`config.mk`:
```
export PLATFORM = sky130hd
export DESIGN_NAME = inst_fetch_ctrl
export DESIGN_NICKNAME = d
export VERILOG_FILES = /design/src/rtl/if_pkg.sv /design/src/rtl/if_out_buf.sv /design/src/rtl/inst_fetch_ctrl.sv
export SDC_FILE = /design/constraint.sdc
export NUM_CORES = 1
export LEC_CHECK = 0
export CAP_MARGIN = 0
export CORE_ASPECT_RATIO = 1.25
export CORE_UTILIZATION = 38
export DETAILED_ROUTE_END_ITERATION = 10
export GPL_ROUTABILITY_DRIVEN = 0
export GPL_TIMING_DRIVEN = 0
export PLACE_DENSITY_LB_ADDON = 0.08
export SYNTH_ARGS = -nofsm -noshare
export SYNTH_HDL_FRONTEND = slang
export SYNTH_SLANG_ARGS = --single-unit
```
`constraint.sdc`:
```
create_clock -name clk_i -period 2.23 [get_ports clk_i]
set_input_delay 0.3345 -clock clk_i [delete_from_list [all_inputs] [get_ports clk_i]]
set_output_delay 0.3345 -clock clk_i [all_outputs]
set_load 0.02 [all_outputs]
```
`src/rtl/if_pkg.sv`:
```
// Shared types for the IF-stage fetch controller: FSM states, the fetch entry
// handed to the IF/ID boundary, and small helpers.
package if_pkg;

  localparam int IF_ADDR_W = 32;
  localparam int IF_INST_W = 32;

  localparam logic [IF_INST_W-1:0] ZERO_WORD = '0;

  typedef enum logic [1:0] {
    IDLE,
    REQ,
    WAIT_DATA,
    DISCARD
  } fetch_state_e;

  typedef struct packed {
    logic [IF_ADDR_W-1:0] pc;
    logic [IF_INST_W-1:0] inst;
    logic                 adel;
  } fetch_entry_t;

  function automatic logic is_misaligned(input logic [1:0] pc_low);
    return pc_low != 2'b00;
  endfunction

endpackage

```
`src/rtl/if_out_buf.sv`:
```
// Registered IF/ID output slot backed by a single skid entry; the skid refills
// the slot in the same cycle the slot is consumed.
module if_out_buf
  import if_pkg::*;
(
  input  logic         clk_i,
  input  logic         rst_i,
  input  logic         push_i,
  input  fetch_entry_t entry_i,
  input  logic         consume_i,
  input  logic         flush_i,
  output fetch_entry_t slot_o,
  output logic         slot_valid_o,
  output logic         skid_valid_o,
  output logic         skid_valid_next_o
);

  fetch_entry_t slot_q, slot_d;
  fetch_entry_t skid_q, skid_d;
  logic         slot_valid_q, slot_valid_d;
  logic         skid_valid_q, skid_valid_d;

  // Only one fetch is ever outstanding, so a push never meets a full skid
  // while the slot is held.
  always_comb begin
    slot_d       = slot_q;
    skid_d       = skid_q;
    slot_valid_d = slot_valid_q;
    skid_valid_d = skid_valid_q;
    if (flush_i) begin
      slot_valid_d = 1'b0;
      skid_valid_d = 1'b0;
    end else if (!slot_valid_q || consume_i) begin
      if (skid_valid_q) begin
        slot_d       = skid_q;
        slot_valid_d = 1'b1;
        skid_valid_d = push_i;
        if (push_i) skid_d = entry_i;
      end else begin
        slot_valid_d = push_i;
        if (push_i) slot_d = entry_i;
      end
    end else if (push_i) begin
      skid_d       = entry_i;
      skid_valid_d = 1'b1;
    end
  end

  always_ff @(posedge clk_i) begin
    if (rst_i) begin
      slot_q       <= '0;
      skid_q       <= '0;
      slot_valid_q <= 1'b0;
      skid_valid_q <= 1'b0;
    end else begin
      slot_q       <= slot_d;
      skid_q       <= skid_d;
      slot_valid_q <= slot_valid_d;
      skid_valid_q <= skid_valid_d;
    end
  end

  assign slot_o            = slot_q;
  assign slot_valid_o      = slot_valid_q;
  assign skid_valid_o      = skid_valid_q;
  assign skid_valid_next_o = skid_valid_d;

endmodule

```
`src/rtl/inst_fetch_ctrl.sv`:
```
// IF-stage fetch controller: one SRAM-like request at a time, flush/discard of
// in-flight data, PC back-pressure. IF_FETCH_PERF_EN adds perf counters.
module inst_fetch_ctrl
  import if_pkg::*;
#(
  parameter int ADDR_W = 32,
  parameter int INST_W = 32
) (
  input  logic              clk_i,
  input  logic              rst_i,
  input  logic [ADDR_W-1:0] pc_i,
  input  logic              ce_i,
  input  logic              stall_i,
  input  logic              flush_i,
  output logic              inst_req_o,
  output logic [ADDR_W-1:0] inst_addr_o,
  input  logic              inst_addr_ok_i,
  input  logic              inst_data_ok_i,
  input  logic [INST_W-1:0] inst_rdata_i,
  output logic              pc_stall_o,
  output logic              if_valid_o,
  output logic [ADDR_W-1:0] if_pc_o,
  output logic [INST_W-1:0] if_inst_o,
  output logic              if_adel_o
`ifdef IF_FETCH_PERF_EN
  ,
  output logic [31:0]       perf_fetch_cnt_o,
  output logic [31:0]       perf_stall_cnt_o
`endif
);

  fetch_state_e      state_q, state_d;
  logic [ADDR_W-1:0] req_pc_q, req_pc_d;

  logic         misaligned;
  logic         req_ok;
  logic         accept;
  logic         pseudo_fetch;
  logic         data_hit;
  logic         push;
  logic         consume;
  fetch_entry_t push_entry;
  fetch_entry_t slot;
  logic         slot_valid;
  logic         skid_valid;
  logic         skid_valid_next;

  // A held skid blocks both real requests and the misaligned pseudo-fetch,
  // since either would need somewhere to land.
  always_comb begin
    misaligned   = is_misaligned(pc_i[1:0]);
    req_ok       = (state_q == REQ) && ce_i && !skid_valid;
    inst_req_o   = req_ok && !misaligned;
    accept       = inst_req_o && inst_addr_ok_i && !flush_i;
    pseudo_fetch = req_ok && misaligned && !flush_i;
    data_hit     = (state_q == WAIT_DATA) && inst_data_ok_i && !flush_i;
    push         = data_hit || pseudo_fetch;
    pc_stall_o   = !(accept || pseudo_fetch);
    consume      = slot_valid && !stall_i;
    if (pseudo_fetch) begin
      push_entry.pc   = IF_ADDR_W'(pc_i);
      push_entry.inst = ZERO_WORD;
      push_entry.adel = 1'b1;
    end else begin
      push_entry.pc   = IF_ADDR_W'(req_pc_q);
      push_entry.inst = IF_INST_W'(inst_rdata_i);
      push_entry.adel = 1'b0;
    end
  end

  assign inst_addr_o = pc_i;

  // A response that lands in the flush cycle closes the transaction, so
  // WAIT_DATA only parks in DISCARD when the data is still to come.
  always_comb begin
    state_d  = state_q;
    req_pc_d = req_pc_q;
    unique case (state_q)
      IDLE: begin
        if (ce_i && !skid_valid) state_d = REQ;
      end
      REQ: begin
        if (flush_i) begin
          if (inst_req_o && inst_addr_ok_i) state_d = DISCARD;
        end else if (accept) begin
          req_pc_d = pc_i;
          state_d  = WAIT_DATA;
        end else if (!ce_i) begin
          state_d = IDLE;
        end
      end
      WAIT_DATA: begin
        if (inst_data_ok_i) begin
          state_d = (ce_i && !skid_valid_next) ? REQ : IDLE;
        end else if (flush_i) begin
          state_d = DISCARD;
        end
      end
      DISCARD: begin
        if (inst_data_ok_i) state_d = (ce_i && !skid_valid_next) ? REQ : IDLE;
      end
      default: state_d = IDLE;
    endcase
  end

  always_ff @(posedge clk_i) begin
    if (rst_i) begin
      state_q  <= IDLE;
      req_pc_q <= '0;
    end else begin
      state_q  <= state_d;
      req_pc_q <= req_pc_d;
    end
  end

  if_out_buf u_out_buf (
    .clk_i             (clk_i),
    .rst_i             (rst_i),
    .push_i            (push),
    .entry_i           (push_entry),
    .consume_i         (consume),
    .flush_i           (flush_i),
    .slot_o            (slot),
    .slot_valid_o      (slot_valid),
    .skid_valid_o      (skid_valid),
    .skid_valid_next_o (skid_valid_next)
  );

  assign if_valid_o = slot_valid;
  assign if_pc_o    = ADDR_W'(slot.pc);
  assign if_inst_o  = INST_W'(slot.inst);
  assign if_adel_o  = slot.adel;

`ifdef IF_FETCH_PERF_EN
  logic [31:0] fetch_cnt_q, fetch_cnt_d;
  logic [31:0] stall_cnt_q, stall_cnt_d;

  always_comb begin
    fetch_cnt_d = fetch_cnt_q + 32'(push);
    stall_cnt_d = stall_cnt_q + 32'(pc_stall_o && ce_i);
  end

  always_ff @(posedge clk_i) begin
    if (rst_i) begin
      fetch_cnt_q <= '0;
      stall_cnt_q <= '0;
    end else begin
      fetch_cnt_q <= fetch_cnt_d;
      stall_cnt_q <= stall_cnt_d;
    end
  end

  assign perf_fetch_cnt_o = fetch_cnt_q;
  assign perf_stall_cnt_o = stall_cnt_q;
`endif

endmodule
```
==> Implementation_results.wiki, run 1 <==
{| class="wikitable"
! Metric !! Value
|-
| Post-synthesis cell type with the largest combined area || dfxtp_1
|-
| Vias || approximately 7600
|-
| Synthesized net count || approximately 1000
|-
| Post-synthesis cell type count || 43
|-
| Unrepaired setup endpoints after global routing || no
|-
| Met1 track utilization from global routing || 29.58%
|-
| Post-synthesis cell count || 943
|-
| Transition time at the pin with the least slew margin || approximately 850 ps
|-
| Worst Path Class, Setup || flop to primary output
|-
| Final Critical Period || approximately 2200 ps
|-
| Net count of the finished layout || between 1000 and 1500
|-
| Fraction of synthesis flops using an asynchronous set or reset pin || 0%
|-
| HPWL after DPL || 17.70 mm
|-
| Number of synthesized register bits || ~170
|-
| Biggest area contributors in the synthesized netlist || dfxtp_1, a21oi_1, nand2_1
|-
| Area share of the leading cell type in the synthesized netlist || ~42%
|-
| Power density over the cells || 646.7 mW/mm2
|-
| Hold violation total from the final report || 0
|-
| Initial antenna violation count || 1
|-
| Detail-routed via count per cell || 5.378
|-
| Fmax || 461.6 MHz
|-
| Final Slew Violations || 0
|-
| Buffers from clock root to sink, at most || 2
|-
| Post-detailed-routing wire length || between 20 and 30 mm
|-
| Die Height || roughly 160 um
|-
| Number of search-and-repair iterations in the first detailed-routing pass || 5
|-
| Count of yosys warnings during synthesis || 0
|-
| Wire length of the first global-routing pass || 40.23 mm
|-
| Relative slew slack || a little over two fifths
|-
| Synthesized area per cell || around 8.4 um2
|-
| Die Area || 0.02136 mm2
|-
| CP peak stage delay || 370 ps
|-
| MaxCap Viol Count || 0
|-
| Post-synthesis instance area || 0.007895 mm2
|-
| Outcome || complete, no violations
|-
| Worst ir drop on vdd || about 600 uV
|-
| CTS Buf Count || 17
|-
| Data required time of the worst path || 1900 ps
|-
| Overflow left after global routing || 0
|-
| Clock Sink Count || about 170
|-
| Starting DRT DRC Count || 490
|-
| Worst slack at placement || -956.0 ps
|-
| LEAKAGE || 3.416 nW
|-
| CP Cell Sequence || buf_2 -> nand4bb_4 -> nor4b_4 -> buf_6 -> nor2_1 -> buf_2
|-
| Clock skew || 14.27 ps
|-
| End-of-flow core utilization || 52.66%
|-
| Total DRC errors in the routed layout || 0
|-
| Final ANT Viol Nets || 0
|-
| Final worst path period share || between 90% and 100%
|-
| Largest net degree at the start of global routing || 17
|-
| Final setup TNS || 0 ps
|-
| Layer carrying the most global-route usage || met2
|-
| Setup crit start kind || flop
|-
| Worst-path cell with the longest stage delay || nor4b_4
|-
| Met2 demand-to-capacity share in global routing || around 42%
|-
| Most frequently used flop master after synthesis || dfxtp_1
|-
| Area of the core || 0.02025 mm2
|-
| Count of endpoints failing setup in the final report || 0
|-
| Cell occurring most often along the worst timing path || buf_2
|-
| Number of levels the H-tree was split into || 4
|-
| TritonCTS clock tree || yes
|-
| Worst Path Max Fanout || 8
|-
| CP bufs+invs || 3
|-
| Hold bufs inserted after CTS || 0
|-
| Area Overhead vs Synth || 35.04%
|-
| Site row count || 58
|-
| Global routing usage summed across all routing layers || between 20% and 30%
|-
| Leading cell types in the layout, fill and taps excluded || clkdlybuf4s50_1, dfxtp_1, a21oi_1
|-
| Vias in the first global route || ~7500
|-
| IO buf count || 170
|-
| Clock latency reported for the late side of the worst-skew pair || between 400 and 500 ps
|-
| Clock root buffer || clkbuf_16
|-
| Clock edge transition at the registers on the reported setup and hold paths || approximately 60 ps
|-
| Worst setup EP type || primary output
|-
| Type of the worst min-delay path || flop to flop
|-
| Kind of cell adding the most delay to the critical path || simple AND/OR/NAND/NOR gates
|-
| Setup WS post-layout || 63.54 ps
|-
| Seq/Total Area, Yosys || a little over two fifths
|-
| Post-synth EDFFs || 0
|-
| Share of post-route cells with drive strength above 1 || 13.25%
|-
| Final Cell Area || about 0.011 mm2
|-
| Worst EP arrival || ~1800 ps
|-
| Effective utilization at floorplan || between 30% and 40%
|-
| Power, Total || 6.894 mW
|-
| Detailed-route wire length per cell || 17.83 um
|-
| Global-route met3 utilization || 5.667%
|-
| Die Span X || 130.9 um
|-
| IO Pins || roughly 170
|-
| Placement Cell Area || 0.009935 mm2
|}
==> per-layer routing <==
metal / vias to the layer above / share of wire (%)
met5: - / 0
li1: 3774 / -
met4: 0 / 1.8
met2: 184 / 51
met3: 31 / 4.7
met1: 3637 / 43
==> per-stage QoR <==
stage	cells	hold slack [ps]
floorplan	943	445.5
global placement	1383	451.0
detailed placement	1383	452.5
CTS	1416	468.0
global route	1418	481.4
finish	1418	463.5
==> logic make-up (layout without fill, tap and decap cells) <==
group / after synthesis / count (layout) / share of synthesized area, %
simple gates: 305 / 305 / 18.65
flops: 166 / 166 / 42.09
buf+inv: 131 / 335 / 8.431
compound gates: 279 / 279 / 22.46
mux: 62 / 62 / 8.368
other cells: 0 / 1 / 0
==> Yosys cell counts, types with 2 or more instances <==
| cell type | number |
|---|---|
| a211oi_1 | 3 |
| a21o_1 | 2 |
| a21oi_1 | 131 |
| a221o_1 | 2 |
| a311oi_1 | 32 |
| a32o_1 | 32 |
| buf_1 | 5 |
| buf_2 | 22 |
| buf_4 | 39 |
| clkbuf_1 | 63 |
| dfxtp_1 | 166 |
| inv_1 | 2 |
| mux2_2 | 32 |
| mux2i_1 | 30 |
| nand2_1 | 123 |
| nand2b_1 | 34 |
| nand3b_1 | 2 |
| nand4_1 | 64 |
| nor2_1 | 67 |
| nor2b_1 | 2 |
| nor3_1 | 2 |
| nor3b_1 | 2 |
| o21ai_0 | 66 |
==> registers in the layout (all words and copies together), names as in the netlist <==
signal / cells
u_out_buf.slot_valid_o: 1
u_out_buf.skid_q: 65
u_out_buf.slot_o: 65
state_q: 2
u_out_buf.skid_valid_o: 1
req_pc_q: 32
==> path summary, 6_finish.rpt <==
kind                            slack, ps                   end              startpoint  depth (start not counted)
worst min-delay path                  460  u_out_buf.slot_o[40]    u_out_buf.slot_o[40]                          1
worst max-delay path                   60            pc_stall_o  u_out_buf.skid_valid_o                          6
worst max register to register        160  u_out_buf.slot_o[55]              state_q[0]                          5
worst min register to register        460  u_out_buf.slot_o[40]    u_out_buf.slot_o[40]                          1
==> worst register-to-register path: cells and delay by family, from the launching register on <==
family	cells	cell delay (ps)
compound gates	3	1040
flops	1	420
buf+inv	1	350
simple gates	1	220
==> what timing repair did <==
action | in CTS | in global routing
endpoints found under the setup margin | 120 | 60
resized for setup | 23 | 17
setup buffers | 3 | 1
pin swaps | 2 | 1
==> layout make-up <==
| cell class | instances | area [um2] |
|---|---|---|
| antenna | 1 | 2.502 |
| buffer | 129 | 685.7 |
| clock buffer | 23 | 488.0 |
| clock inverter | 7 | 141.4 |
| fill | 1945 | 9585 |
| inverter | 2 | 7.507 |
| multi-input combinational | 646 | 3953 |
| sequential | 166 | 3326 |
| tap | 270 | 337.8 |
| timing repair buffer | 174 | 1720 |
==> power by group <==
part           leakage, nW  switching (mW)  internal (mW)  total, mW
Sequential            1.34          0.0154           2.99       3.00
Combinational         1.77           0.376          0.326      0.702
Clock                0.306            1.20           1.99       3.19
Total                 3.42            1.60           5.30       6.89
Note: power is estimated with default switching activity, not from simulation.
==> run 2: changes to the inputs <==
- CORE_MARGIN: not set -> 2
- PLACE_DENSITY: not set -> 0.74
- PLACE_DENSITY_LB_ADDON: 0.08 -> not set
==> run 2 against run 1 <==
Net effect: the run now ends with negative setup slack left; worst hold slack improved by 1.7 ps; clock power fell by 3%; critical path depth did not move; utilization fell by 0.093 points; final area fell by 0.18%; non-clock buffer count did not move; largest power group unchanged.
==> Implementation_results.wiki, run 2 (synthesis results as in run 1) <==
{| class="wikitable"
! Metric !! Value
|-
| Type of the worst min-delay path || flop to flop
|-
| Placement Cell Area || ~0.0099 mm2
|-
| Global routing usage summed across all routing layers || between 20 and 25%
|-
| Worst Path Max Fanout || 8
|-
| Total DRC errors in the routed layout || 0
|-
| Setup slack, reg-to-reg || around 110 ps
|-
| Share of post-route cells with drive strength above 1 || about an eighth
|-
| Final Cell Area || around 0.011 mm2
|-
| Cell depth of the worst flop-to-flop path || 5
|-
| LEAKAGE || 3.400 nW
|-
| Critical register-to-register path startpoint || u_out_buf.slot_valid_o
|-
| Worst slack at placement || -946.6 ps
|-
| Data required time of the worst path || roughly 1900 ps
|-
| Detailed-route wire length per cell || approximately 18 um
|-
| HPWL after DPL || between 15 and 20 mm
|-
| Outcome || finished, violations left
|-
| Unrepaired setup endpoints after global routing || yes
|-
| Effective utilization at floorplan || about two fifths
|-
| Clock root buffer || clkbuf_16
|-
| Number of search-and-repair iterations in the first detailed-routing pass || 5
|-
| Detail-routed via count per cell || approximately 5.6
|-
| Die Area || roughly 0.022 mm2
|-
| Worst Path Class, Setup || flop to primary output
|-
| Met2 WL || 12.37 mm
|-
| Setup crit start kind || flop
|-
| DR top layer || met4
|-
| Seq. cell area || 0.003326 mm2
|-
| Routed length on met1 || 9.982 mm
|-
| IO buf count || between 150 and 200
|-
| Count of placed standard cells including taps || between 1000 and 1500
|-
| Net count of the finished layout || between 1000 and 1500
|-
| Clock skew || between 8 and 9 ps
|-
| Fill cell instance count of the final layout || 1849
|-
| Vias in the first global route || between 7000 and 8000
|-
| Clock latency reported for the late side of the worst-skew pair || about 430 ps
|-
| Length of routed met3 wiring || roughly 1.8 mm
|-
| Starting DRT DRC Count || ~610
|-
| Power, Total || around 6.8 mW
|-
| MaxCap Viol Count || 0
|-
| Post-detailed-routing wire length || between 20 and 25 mm
|-
| Area of combinational cells with multiple inputs || around 0.004 mm2
|-
| Clock edge transition at the registers on the reported setup and hold paths || about 60 ps
|-
| TritonCTS clock tree || yes
|-
| Worst setup EP type || primary output
|-
| Final ANT Viol Nets || 0
|-
| End-of-flow core utilization || a little over half
|-
| Setup WS post-layout || -3.531 ps
|-
| Die Span X || between 100 and 150 um
|-
| Capture point of the worst reg-to-reg path || u_out_buf.skid_q[58]
|-
| Violations in the final reports || negative setup slack
|-
| Buffers from clock root to sink, at most || 2
|-
| Final Slew Violations || 0
|-
| Final setup TNS || -3.531 ps
|-
| Vias || a little under 8000
|-
| Antenna diodes || 0
|-
| Hold slack || approximately 470 ps
|-
| Area Overhead vs Synth || 34.80%
|-
| Worst ir drop on vdd || ~500 uV
|-
| Worst setup path endpoint || pc_stall_o
|-
| Final Critical Period || roughly 2200 ps
|-
| CTS Buf Count || 17
|-
| Site row count || 58
|-
| Hold bufs inserted after CTS || 0
|-
| IO Pins || roughly 170
|-
| Wire length of the first global-routing pass || between 30 and 40 mm
|-
| Area of the core || 0.02025 mm2
|-
| Count of endpoints failing setup in the final report || 1
|-
| Fmax || approximately 450 MHz
|-
| Relative slew slack || approximately two fifths
|-
| Largest net degree at the start of global routing || 17
|-
| Transition time at the pin with the least slew margin || ~900 ps
|-
| Final worst path period share || 100.2%
|-
| Power density over the cells || between 600 and 700 mW/mm2
|-
| Initial antenna violation count || 0
|-
| Die Height || roughly 170 um
|-
| Overflow left after global routing || 0
|-
| Launch point of the worst path || u_out_buf.skid_valid_o
|-
| Leading cell types in the layout, fill and taps excluded || clkdlybuf4s50_1, dfxtp_1, a21oi_1
|-
| Number of levels the H-tree was split into || 4
|-
| Count of placed standard cells in the final layout, fillers left out || about 1400
|-
| Worst EP arrival || between 1500 and 2000 ps
|-
| Hold violation total from the final report || 0
|-
| Clock Sink Count || 166
|}
## run 2: repair_timing
item | 4_1_cts | 5_1_grt
resized for setup | 19 | 19
gates cloned | 0 | 0
setup buffers | 4 | 0
pin swaps | 1 | 1
endpoints found under the setup margin | 85 | 124
## run 2: power by group
group	total [mW]	internal, mW	switching, mW
clock	3.08	1.85	1.22
combinational	0.699	0.326	0.373
sequential	3.00	2.99	0.0157
total	6.78	5.16	1.61
## run 2: layer usage
metal  GRT usage (%)  vias up
met5               0        -
met4           9.238        0
met3           5.556       52
met2           39.71      320
met1           26.19     3738
li1                -     3770
## run 2: area by class of cell
type / instances / area share, %
Timing Repair Buffer: 174 / 16.22
Clock buffer: 21 / 4.420
Inverter: 2 / 0.07054
Clock inverter: 11 / 1.387
Tap cell: 270 / 3.174
Multi-Input combinational cell: 646 / 37.06
Sequential cell: 166 / 31.25
Buffer: 129 / 6.419
## run 2: how the worst min path moves through the flow
| stage | from | endpoint | slack (ps) | depth (start not counted) |
|---|---|---|---|---|
| 4_1_cts | req_pc_q[2] | req_pc_q[2] | 470 | 2 |
| 3_5_place_dp | u_out_buf.slot_o[58] | u_out_buf.slot_o[58] | 460 | 1 |
| 2_1_floorplan | req_pc_q[10] | req_pc_q[10] | 450 | 2 |
| 3_3_place_gp | u_out_buf.slot_o[47] | u_out_buf.slot_o[47] | 450 | 1 |
| 5_1_grt | u_out_buf.slot_o[46] | u_out_buf.slot_o[46] | 480 | 1 |
| 6_report | u_out_buf.slot_o[46] | u_out_buf.slot_o[46] | 470 | 1 |
## run 2: critical path: stages, from the launching register on
cell and delay (ps):
dfxtp_1 290, buf_2 160, nand4bb_4 250, nor4b_4 320
buf_6 160, nor2_1 40, clkdlybuf4s15_2 250
==> run 3: changes to the inputs <==
- CAP_MARGIN: 0 -> 40
==> results of run 3 <==
Final layout, timing and power as in run 2 (identical DEF).
